**config.mk**
```make
export PLATFORM = sky130hd
export DESIGN_NAME = max_latch_fifo
export DESIGN_NICKNAME = d
export VERILOG_FILES = /design/src/rtl/max_latch_fifo.sv
export SDC_FILE = /design/constraint.sdc
export NUM_CORES = 1
export LEC_CHECK = 0
export BUFFER_PORTS_ARGS = -buffer_cell sky130_fd_sc_hd__buf_2
export CORE_MARGIN = 2
export CORE_UTILIZATION = 55
export DETAILED_ROUTE_END_ITERATION = 8
export GPL_ROUTABILITY_DRIVEN = 0
export GPL_TIMING_DRIVEN = 0
export PLACE_DENSITY_LB_ADDON = 0.05
export SLEW_MARGIN = 20
export SYNTH_ARGS = -nofsm -noshare
export SYNTH_HDL_FRONTEND = slang
export SYNTH_SLANG_ARGS = --single-unit
```
**constraint.sdc**
```tcl
create_clock -name clk -period 2.55 [get_ports clk]
set_clock_uncertainty 0.05 [all_clocks]
set_input_delay 0.1275 -clock clk [delete_from_list [all_inputs] [get_ports clk]]
set_output_delay 0.1275 -clock clk [all_outputs]
set_load 0.03 [all_outputs]
```
**src/rtl/max_latch_fifo.sv**
```systemverilog
// max_latch_fifo: captures the {position, value} peak of each scan line into a
// DEPTH-entry show-ahead FIFO with a valid/ready read port, and keeps a
// "last accepted peak" register alongside it.
// Optional feature macro: MAX_LATCH_THRESH_EN adds thr_val and only accepts
// strobes whose max_val >= thr_val (unsigned).
module max_latch_fifo #(
  parameter int POS_W = 9,
  parameter int VAL_W = 10,
  parameter int DEPTH = 4,
  localparam int AW = $clog2(DEPTH),
  localparam int CW = AW + 1
) (
  input  logic             clk,
  input  logic             rst,
  input  logic             latch,
  input  logic [POS_W-1:0] max_pos,
  input  logic [VAL_W-1:0] max_val,
`ifdef MAX_LATCH_THRESH_EN
  input  logic [VAL_W-1:0] thr_val,
`endif
  input  logic             out_ready,
  output logic             out_valid,
  output logic [POS_W-1:0] max_pos_out,
  output logic [VAL_W-1:0] max_val_out,
  output logic [POS_W-1:0] last_pos,
  output logic [VAL_W-1:0] last_val,
  output logic [CW-1:0]    fill_count,
  output logic             overflow,
  input  logic             ovf_clr
);

  logic [POS_W-1:0] mem_pos [DEPTH];
  logic [VAL_W-1:0] mem_val [DEPTH];

  logic [AW-1:0]    wr_ptr_q, wr_ptr_d;
  logic [AW-1:0]    rd_ptr_q, rd_ptr_d;
  logic [CW-1:0]    count_q, count_d;
  logic             overflow_q, overflow_d;
  logic [POS_W-1:0] last_pos_q, last_pos_d;
  logic [VAL_W-1:0] last_val_q, last_val_d;

  logic cap, full, pop, accept, drop;

  // Capture qualification, push/pop handshake decode.
  always_comb begin
`ifdef MAX_LATCH_THRESH_EN
    cap = latch & (max_val >= thr_val);
`else
    cap = latch;
`endif
    full   = (count_q == CW'(DEPTH));
    pop    = (count_q != '0) & out_ready;
    // A pop in the same cycle frees the slot, so a full FIFO can still accept.
    accept = cap & (~full | pop);
    drop   = cap & full & ~pop;
  end

  // Next-state for pointers, fill count, sticky overflow and last-peak register.
  always_comb begin
    wr_ptr_d   = wr_ptr_q;
    rd_ptr_d   = rd_ptr_q;
    count_d    = count_q;
    overflow_d = overflow_q;
    last_pos_d = last_pos_q;
    last_val_d = last_val_q;
    if (accept) begin
      wr_ptr_d   = wr_ptr_q + AW'(1);
      last_pos_d = max_pos;
      last_val_d = max_val;
    end
    if (pop) begin
      rd_ptr_d = rd_ptr_q + AW'(1);
    end
    case ({accept, pop})
      2'b10:   count_d = count_q + CW'(1);
      2'b01:   count_d = count_q - CW'(1);
      default: count_d = count_q;
    endcase
    // Set has priority over clear.
    if (ovf_clr) begin
      overflow_d = 1'b0;
    end
    if (drop) begin
      overflow_d = 1'b1;
    end
  end

  // Control state registers, asynchronously reset.
  always_ff @(posedge clk or posedge rst) begin
    if (rst) begin
      wr_ptr_q   <= '0;
      rd_ptr_q   <= '0;
      count_q    <= '0;
      overflow_q <= 1'b0;
      last_pos_q <= '0;
      last_val_q <= '0;
    end else begin
      wr_ptr_q   <= wr_ptr_d;
      rd_ptr_q   <= rd_ptr_d;
      count_q    <= count_d;
      overflow_q <= overflow_d;
      last_pos_q <= last_pos_d;
      last_val_q <= last_val_d;
    end
  end

  // Entry storage; contents are don't-care until written, so no reset.
  always_ff @(posedge clk) begin
    if (accept) begin
      mem_pos[wr_ptr_q] <= max_pos;
      mem_val[wr_ptr_q] <= max_val;
    end
  end

  // Show-ahead head presentation, masked to zero while empty.
  always_comb begin
    out_valid   = (count_q != '0);
    max_pos_out = out_valid ? mem_pos[rd_ptr_q] : '0;
    max_val_out = out_valid ? mem_val[rd_ptr_q] : '0;
    last_pos    = last_pos_q;
    last_val    = last_val_q;
    fill_count  = count_q;
    overflow    = overflow_q;
  end

endmodule
```
### Yosys cells after proc, flatten, opt, wreduce, memory -nomap -nowiden

Memory sizes are Yosys's and may differ from the RTL's.
Index checks and enable logic that the tools add are counted.

* register bits after elaboration: 27
* memory bits (writable): 76
* input port bits: 24
* output and inout bits: 43
* word-level logic and storage cells: 32
* memories: 2

* $add $sub $neg: 4
* equality and inequality tests: 3
* multiplexer cells: 7
* bitwise gates (word level): 7
* reduce and logical (&&, ||, !) cells: 3

Memory list
* mem_val: depth 4, bits a word 10, read ports 1, clocked after Yosys merged registers in 0, write ports 1, line 33 `logic [VAL_W-1:0] mem_val [DEPTH];`
* mem_pos: depth 4, bits a word 9, read ports 1, clocked after Yosys merged registers in 0, write ports 1, line 32 `logic [POS_W-1:0] mem_pos [DEPTH];`

Operators with widths (number)
* $mux W10: 1
* $mux W9: 1
* $pmux W3 S2: 1
* $add A2 B1 Y2 const B: 2
* $and A1 B1 Y1: 4
* $mux W1: 4
* $reduce_bool A2 Y1: 2
* $add A3 B1 Y3 const B: 1
* $eq A3 B3 Y1 const B: 1
* $reduce_bool A3 Y1: 1
* $sub A3 B1 Y3 const B: 1
* $eq A2 B1 Y1 const B: 1
* $eq A2 B2 Y1 const B: 1
* $not A1 Y1: 2
* $or A1 B1 Y1: 1

### Logic depth before layout (Yosys ltp)

Gate-level depths: netlist of run 1.

* word-level depth: 6
* gate-level depth with buffers: 7

### Worst setup path after synthesis of run 1

Ideal clock, no wire load.

* path kind: reg-to-reg
* from: register count_q[0] (netlist: fill_count[0])
* to: register count_q[2] (netlist: fill_count[2])
* library setup time: 118 ps
* arrival time: 2313 ps
* required time: 2382 ps
* path slack: 69 ps
* stages on the path, launching flop included: 8
* clock period less this slack: 2481 ps
* path through: dfrtp_1 -> or3_1 -> nand2_1 -> or2_2 -> fa_1 -> or3b_1 -> a32o_1 -> a21o_1

* longest elaborated chain between the ends: 6
* elaborated cells between the ends (all ways): 12
* classes of those cells: add/sub (2); eq/ne (3); mux (1); bitwise (4); reduce/logical (2)

Ends and longest elaborated chain
* from (decl): line 37 `logic [CW-1:0] count_q, count_d;`
* from (signal assigned): line 100 `count_q <= count_d;`
* $reduce_bool A3 Y1 or $eq A3 B3 Y1 (tied branches): line 52, 51
* $and A1 B1 Y1 or $not A1 Y1 (tied branches): line 52, 54
* $or A1 B1 Y1: line 54 `accept = cap & (~full | pop);`
* $and A1 B1 Y1: line 54
* $eq A2 B1 Y1 or $eq A2 B2 Y1 (tied branches): line 74 `case ({accept, pop})`
* $pmux W3 S2 or $reduce_bool A2 Y1 (tied branches)

Parallel ways exist; a longest one is shown, timed or not.
A chain may end at the register's enable or synchronous reset.

### Final worst setup path of run 1

* from: register count_q[2] (netlist: fill_count[2])
* to: register count_q[2] (netlist: fill_count[2])

Same word-level chain as after synthesis.

==> results of run 1 <==
-- state kept, by name, indices dropped and copies added, names as in the netlist --
| register | count |
|---|---|
| last_val | 10 |
| rd_ptr_q | 2 |
| last_pos | 9 |
| mem_val | 40 |
| wr_ptr_q | 2 |
| fill_count | 3 |
| overflow | 1 |
| mem_pos | 36 |
-- placed cells by master (no fill, tap or decap), types with 2 or more instances in the layout --
master	count
buf_8	2
nor2_1	3
and2_1	19
buf_6	4
mux2_4	10
edfxtp_1	76
bufinv_16	2
xnor2_1	4
mux2_2	5
buf_2	67
dfrtp_1	25
o21ai_0	3
mux4_2	19
mux2_1	5
clkbuf_8	9
clkbuf_1	6
dfrtp_2	2
nor2_2	2
dlygate4sd3_1	21
nand2_1	3
inv_1	11
nor2_4	2
ha_1	4
-- routing by layer --
layer  track usage  vias to the layer above  part of all wire
met2         0.346                       58              0.52
met5             0                        -                 0
met3        0.0432                        9             0.039
met1         0.261                     1141              0.43
met4        0.0606                        0             0.011
li1              -                     1032                 -
-- final cells by class --
class	instances	area, um2
clock buffers	11	131
repair buffers	89	573
well taps	99	124
multi-input cells	96	1110
clock inverters	4	72.6
plain buffers	11	90.1
inverters	12	45.0
fillers	512	2190
flip-flops and latches	103	2960
-- per-stage QoR --
stage | setup TNS (ps) | hold slack [ps]
after floorplan | 0 | 130
after detailed placement | 0 | 221
after global placement | -34150 | 270
after global routing | 0 | 21.4
final | 0 | 26.4
after CTS | 0 | 10.9
-- power groups by stage --
stage | clock, mW | combinational, mW | sequential [mW]
after global routing | 1.14 | 2.66 | 2.38
after floorplan | 0 | 1.63 | 2.52
after CTS | 1.08 | 2.53 | 2.34
final | 1.06 | 2.49 | 2.35
after global placement | 0 | 2.41 | 2.37
after detailed placement | 0 | 2.50 | 2.38
-- critical path, stage by stage (launching register included) --
cell and delay, ps:
dfrtp_1 450, or3_1 200, nand2_1 90, or2_2 280
fa_1 400, or3b_1 420, a32o_1 260, a21o_1 140
-- kinds of logic after synthesis --
logic type	Yosys count	synth area share
buf+inv	23	0.0323
fa+ha+maj	5	0.0168
mux	39	0.165
flops	103	0.707
xor+xnor	5	0.0105
compound gates	9	0.0147
simple gates	38	0.0535
-- repair_timing --
item | in CTS | in global routing
hold endpoints to repair | 110 | 0
setup endpoints to repair | 0 | 1
resized for setup | 0 | 2
hold buffers | 21 | 0
-- final timing paths --
kind	cells after the start	slack, ps	start	endpoint
min	3	30	out_ready	rd_ptr_q[0]$_DFFE_PP0N_
max reg2reg	7	150	fill_count[2]$_DFFE_PP0P_	fill_count[2]$_DFFE_PP0P_
min reg2reg	1	450	last_pos[5]$_DFFE_PP0P_	last_pos[5]$_DFFE_PP0P_
max in group asynchronous	3	1600	rst	fill_count[1]$_DFFE_PP0P_
max	7	150	fill_count[2]$_DFFE_PP0P_	fill_count[2]$_DFFE_PP0P_
min in group asynchronous	3	360	rst	last_pos[3]$_DFFE_PP0P_
==> qor.yml, run 1 <==
outcome:
  status: "completed"
synthesis:
  synth-edff-count: 76
  synth-async-reset-ratio: 0.262
  synth_top_area_frac: 0.546
  synth_seq_cells: 103
  netlist_top_cells_area: "edfxtp_1 55%, dfrtp_1 16%, mux4_2 10%"
  yosys-top-cells-count: "76 x edfxtp_1, 27 x dfrtp_1, 19 x and2_1, 19 x mux4_2, 12 x inv_1"
  ys_seq_area_frac: 0.707
  ys_warn_count: 0
  yosys.area.top_type: "edfxtp_1"
  synth_cell_types: 36
  synth_cells: 222
  synthesis.nets: 251
  yosysMostFrequentCell: "edfxtp_1"
  synth_flop_cell: "edfxtp_1"
  syn_avg_cell_area_um2: 18.8
  synth_area_um2: 4180
power:
  p_seq_frac: 0.398
  share_clk_of_total_power: 0.179
  p_leak_nw: 1.98
  pwr_density_cell_nw_per_um2: 1150
  p_sw_frac: 0.369
  switchingPower_mw: 2.17
  peakVddDrop_mv: 0.611
  pwr-share-comb: 0.423
  p_int_mw: 3.72
  power_mw: 5.89
cts:
  cts_setup_buffers: 0
  clk_latency_ps: 350
  cts_made_buffers: 9
  cts_sinks: 103
  cts_tree: "done"
  clkSlewWorstSetupHoldPaths_ps: 90
  root_buffer: "clkbuf_8"
  clockBufferDepth: 2
  htree_levels: 3
floorplan:
  die_x_um: 91.2
  ios: 67
  rows: 31
  core_um2: 7290
  die-area_um2: 8320
  die_h_um: 91.2
  initial_utilization: 0.574
setup_path:
  critical_path_class: "reg2reg"
  cp.required_ps: 2750
  critPathCaptureType: "flip-flop"
  critPathArrivalTime_ps: 2590
  cp_max_fo: 6
  worst_setup_path_start_kind: "flip-flop"
layout:
  stdcell_count: 425
  n_antenna_cell: 0
  nNetsFinal: 351
  drive_above_1_share: 0.402
  area_growth_pct: 22.1
  final_util: 0.700
  fin_area_um2: 5110
detailed_routing:
  drt_iter0_drc: 75
  drc: 0
  final_antenna_net_count: 0
  vias: 2240
  avgViaCountPerCell: 5.27
  wl_per_cell_um: 18.2
  drt_wl_total_um: 7720
  first_pass_iters: 4
placed_design:
  hpwl_um: 4810
  portBuffers: 65
  placed_area_um2: 4690
  dp_cells: 389
  preCtsSetupSlack_ps: 127
sta:
  setup_ws_ps: 153
  max_clock_freq_mhz: 417
  finalSetupViolCount: 0
  period_share: 0.940
  rsz0062_at_grt: "false"
  min_period_ps: 2400
  finalMaxSlewViolations: 0
  relSlewSlack: 0.539
  worst_slew_pin_slew_ps: 690
  hold_viol: 0
global_routing:
  grt_usage: 0.202
  antenna_found_initial: 0
  grt_pass1_wl_um: 12400
  grt_pass1_vias: 2339
  overflow: 0
  grt_start_max_net_pins: 28
job:
  max_cap_violations: 0
worst_hold_path:
  min_path_type: "in2reg"
Note: power is estimated with default switching activity, not from simulation.
==> inputs of run 2 (changes only) <==
Settings changed: CORE_ASPECT_RATIO set to 0.7.
==> run 2 against run 1 <==
Sequential share of layout area grew 0.10 points. Register-to-register slack is essentially flat. Final cell count shrank 0.24%. Sequential power is essentially flat. Largest cell class unchanged. First-iteration DRC count grew 44%. Wire length shrank 3.4%. Critical endpoint unchanged.
==> qor.yml, run 2 (synthesis results as in run 1) <==
outcome:
  status: "completed"  # unchanged
floorplan:
  core_um2: 7320  # was 7290 um2
  die_x_um: 108  # was 91.2 um
  ios: 67  # unchanged
  initial_utilization: 0.571  # was 0.574
  rows: 26  # was 31
  die_h_um: 77.0  # was 91.2 um
  die-area_um2: 8330  # was 8320 um2
cts:
  cts_setup_buffers: 0  # unchanged
  root_buffer: "clkbuf_8"  # unchanged
  cts_made_buffers: 9  # unchanged
  cts_tree: "done"  # unchanged
  cts_sinks: 103  # unchanged
  clkSlewWorstSetupHoldPaths_ps: 90  # about the same
  clockBufferDepth: 2  # unchanged
  htree_levels: 3  # unchanged
  clk_latency_ps: 350  # about the same
global_routing:
  grt_start_max_net_pins: 28  # unchanged
  grt_usage: 0.196  # was 0.202
  grt_pass1_wl_um: 12000  # was 12,400 um
  overflow: 0  # unchanged
  grt_pass1_vias: 2310  # was 2,339
  antenna_found_initial: 0  # unchanged
sta:
  relSlewSlack: 0.571  # was 0.539
  finalSetupViolCount: 0  # unchanged
  hold_viol: 0  # unchanged
  whs_ps: 29.4  # was 26.4 ps
  period_share: 0.940  # about the same
  worst_slew_pin_slew_ps: 641  # was 690 ps
  min_period_ps: 2400  # about the same
  max_clock_freq_mhz: 417  # about the same
  finalMaxSlewViolations: 0  # unchanged
  rsz0062_at_grt: "false"  # unchanged
layout:
  final_util: 0.696  # was 0.700
  largest_reg_flops: 40  # unchanged
  multi_input_area_um2: 1110  # unchanged
  regMostFlops: "mem_val"  # unchanged
  mostFrequentLayoutCells: "76 x edfxtp_1, 67 x buf_2, 25 x dfrtp_1"  # unchanged
  final_common_cell: "edfxtp_1"  # unchanged
  area_growth_pct: 21.9  # was 22.1%
  n_antenna_cell: 0  # unchanged
  nNetsFinal: 350  # was 351
  register_area_um2: 2960  # unchanged
  fillers: 527  # was 512
  drive_above_1_share: 0.405  # was 0.402
setup_path:
  path_buf_inv: 0  # unchanged
  critical_path.top_delay_family: "simple AND/OR/NAND/NOR gates"  # unchanged
  worst_setup_path_start_kind: "flip-flop"  # unchanged
  critical_path_class: "reg2reg"  # unchanged
  cpMaxStageDelayCell: "dfrtp_2"  # was dfrtp_1
  path_cells: "or3_1, nand2_1, or2_2, fa_1, or3b_1, a32o_1, a21o_1"  # unchanged
  cp.required_ps: 2750  # about the same
  critPathArrivalTime_ps: 2590  # about the same
  cp_max_fo: 8  # was 6
  critPathCaptureType: "flip-flop"  # unchanged
  cp_slowest_stage_delay_ps: 450  # about the same
placed_design:
  hpwl_um: 4770  # was 4810 um
  portBuffers: 65  # unchanged
detailed_routing:
  final_antenna_net_count: 0  # unchanged
  drc: 0  # unchanged
  avgViaCountPerCell: 5.26  # was 5.27
  drt_wl_total_um: 7460  # was 7720 um
  first_pass_iters: 4  # unchanged
  vias: 2232  # was 2,240
  drt_iter0_drc: 108  # was 75
  wl_per_cell_um: 17.6  # was 18.2 um
power:
  pwr_density_cell_nw_per_um2: 1150  # about the same
  peakVddDrop_mv: 0.647  # was 0.611 mV
  p_leak_nw: 1.98  # about the same
worst_hold_path:
  min_path_type: "in2reg"  # unchanged
job:
  max_cap_violations: 0  # unchanged
==> run 2: changes by cell type in the layout (fill, tap and decap cells not counted) <==
| cell | before | now |
|---|---|---|
| clkinv_2 | 1 | 0 |
| clkbuf_1 | 6 | 4 |
| clkinv_1 | 0 | 1 |
| buf_8 | 2 | 3 |
| buf_6 | 4 | 2 |
| inv_8 | 0 | 1 |
| clkinvlp_4 | 1 | 0 |
| bufinv_16 | 2 | 1 |
| inv_6 | 0 | 1 |
| clkinv_4 | 0 | 3 |
==> run 2: final timing paths <==
check,cells past startpoint,startpoint,slack [ps],end
max,7,fill_count[0]$_DFFE_PP0P_,150,fill_count[2]$_DFFE_PP0P_
min,3,out_ready,30,rd_ptr_q[0]$_DFFE_PP0N_
max reg2reg,7,fill_count[0]$_DFFE_PP0P_,150,fill_count[2]$_DFFE_PP0P_
min reg2reg,1,last_pos[3]$_DFFE_PP0P_,450,last_pos[3]$_DFFE_PP0P_
max in group asynchronous,3,rst,1650,fill_count[0]$_DFFE_PP0P_
min in group asynchronous,3,rst,340,last_pos[5]$_DFFE_PP0P_
==> run 2: routing by layer <==
| layer | GRT usage | vias to the layer above | share of wire |
|---|---|---|---|
| met5 | 0 | - | 0 |
| met4 | 0.0346 | 0 | 0.0034 |
| met3 | 0.0604 | 2 | 0.050 |
| met2 | 0.305 | 59 | 0.47 |
| met1 | 0.282 | 1136 | 0.48 |
| li1 | - | 1035 | - |
==> run 2: layout make-up <==
type | instances | share of cell area
Timing Repair Buffer | 88 | 0.111
Tap cell | 98 | 0.0241
Sequential cell | 103 | 0.581
Buffer | 11 | 0.0177
Multi-Input combinational cell | 96 | 0.218
Inverter | 12 | 0.00884
Clock inverter | 7 | 0.0157
Clock buffer | 9 | 0.0243
==> run 2: tightest hold or removal path: cells and delay by family <==
family	cells	cell delay [ps]
buffers and inverters	1	110
xor gates and xnor gates	1	70
and+or+nand+nor	1	80
==> run 2: timing repair <==
action,CTS,global route
endpoints found under the hold margin,113,0
hold buffers,21,0
resized for setup,0,2
setup endpoints to repair,0,1
==> run 2: power breakdown <==
group / total (mW) / switching, mW / internal (mW)
Combinational: 2.48 / 1.50 / 0.979
Clock: 1.02 / 0.551 / 0.466
Sequential: 2.34 / 0.153 / 2.19
==> run 2: through the flow <==
stage	power, mW	cells	worst slack (ps)	setup TNS [ps]	area [um2]
2_1_floorplan	4.16	222	68.8	0	4180
3_3_place_gp	4.80	385	-456	-32380	4630
3_5_place_dp	4.87	387	124	0	4680
4_1_cts	5.92	424	91.8	0	5090
5_1_grt	6.17	424	42.2	0	5100
6_report	5.84	424	153	0	5100
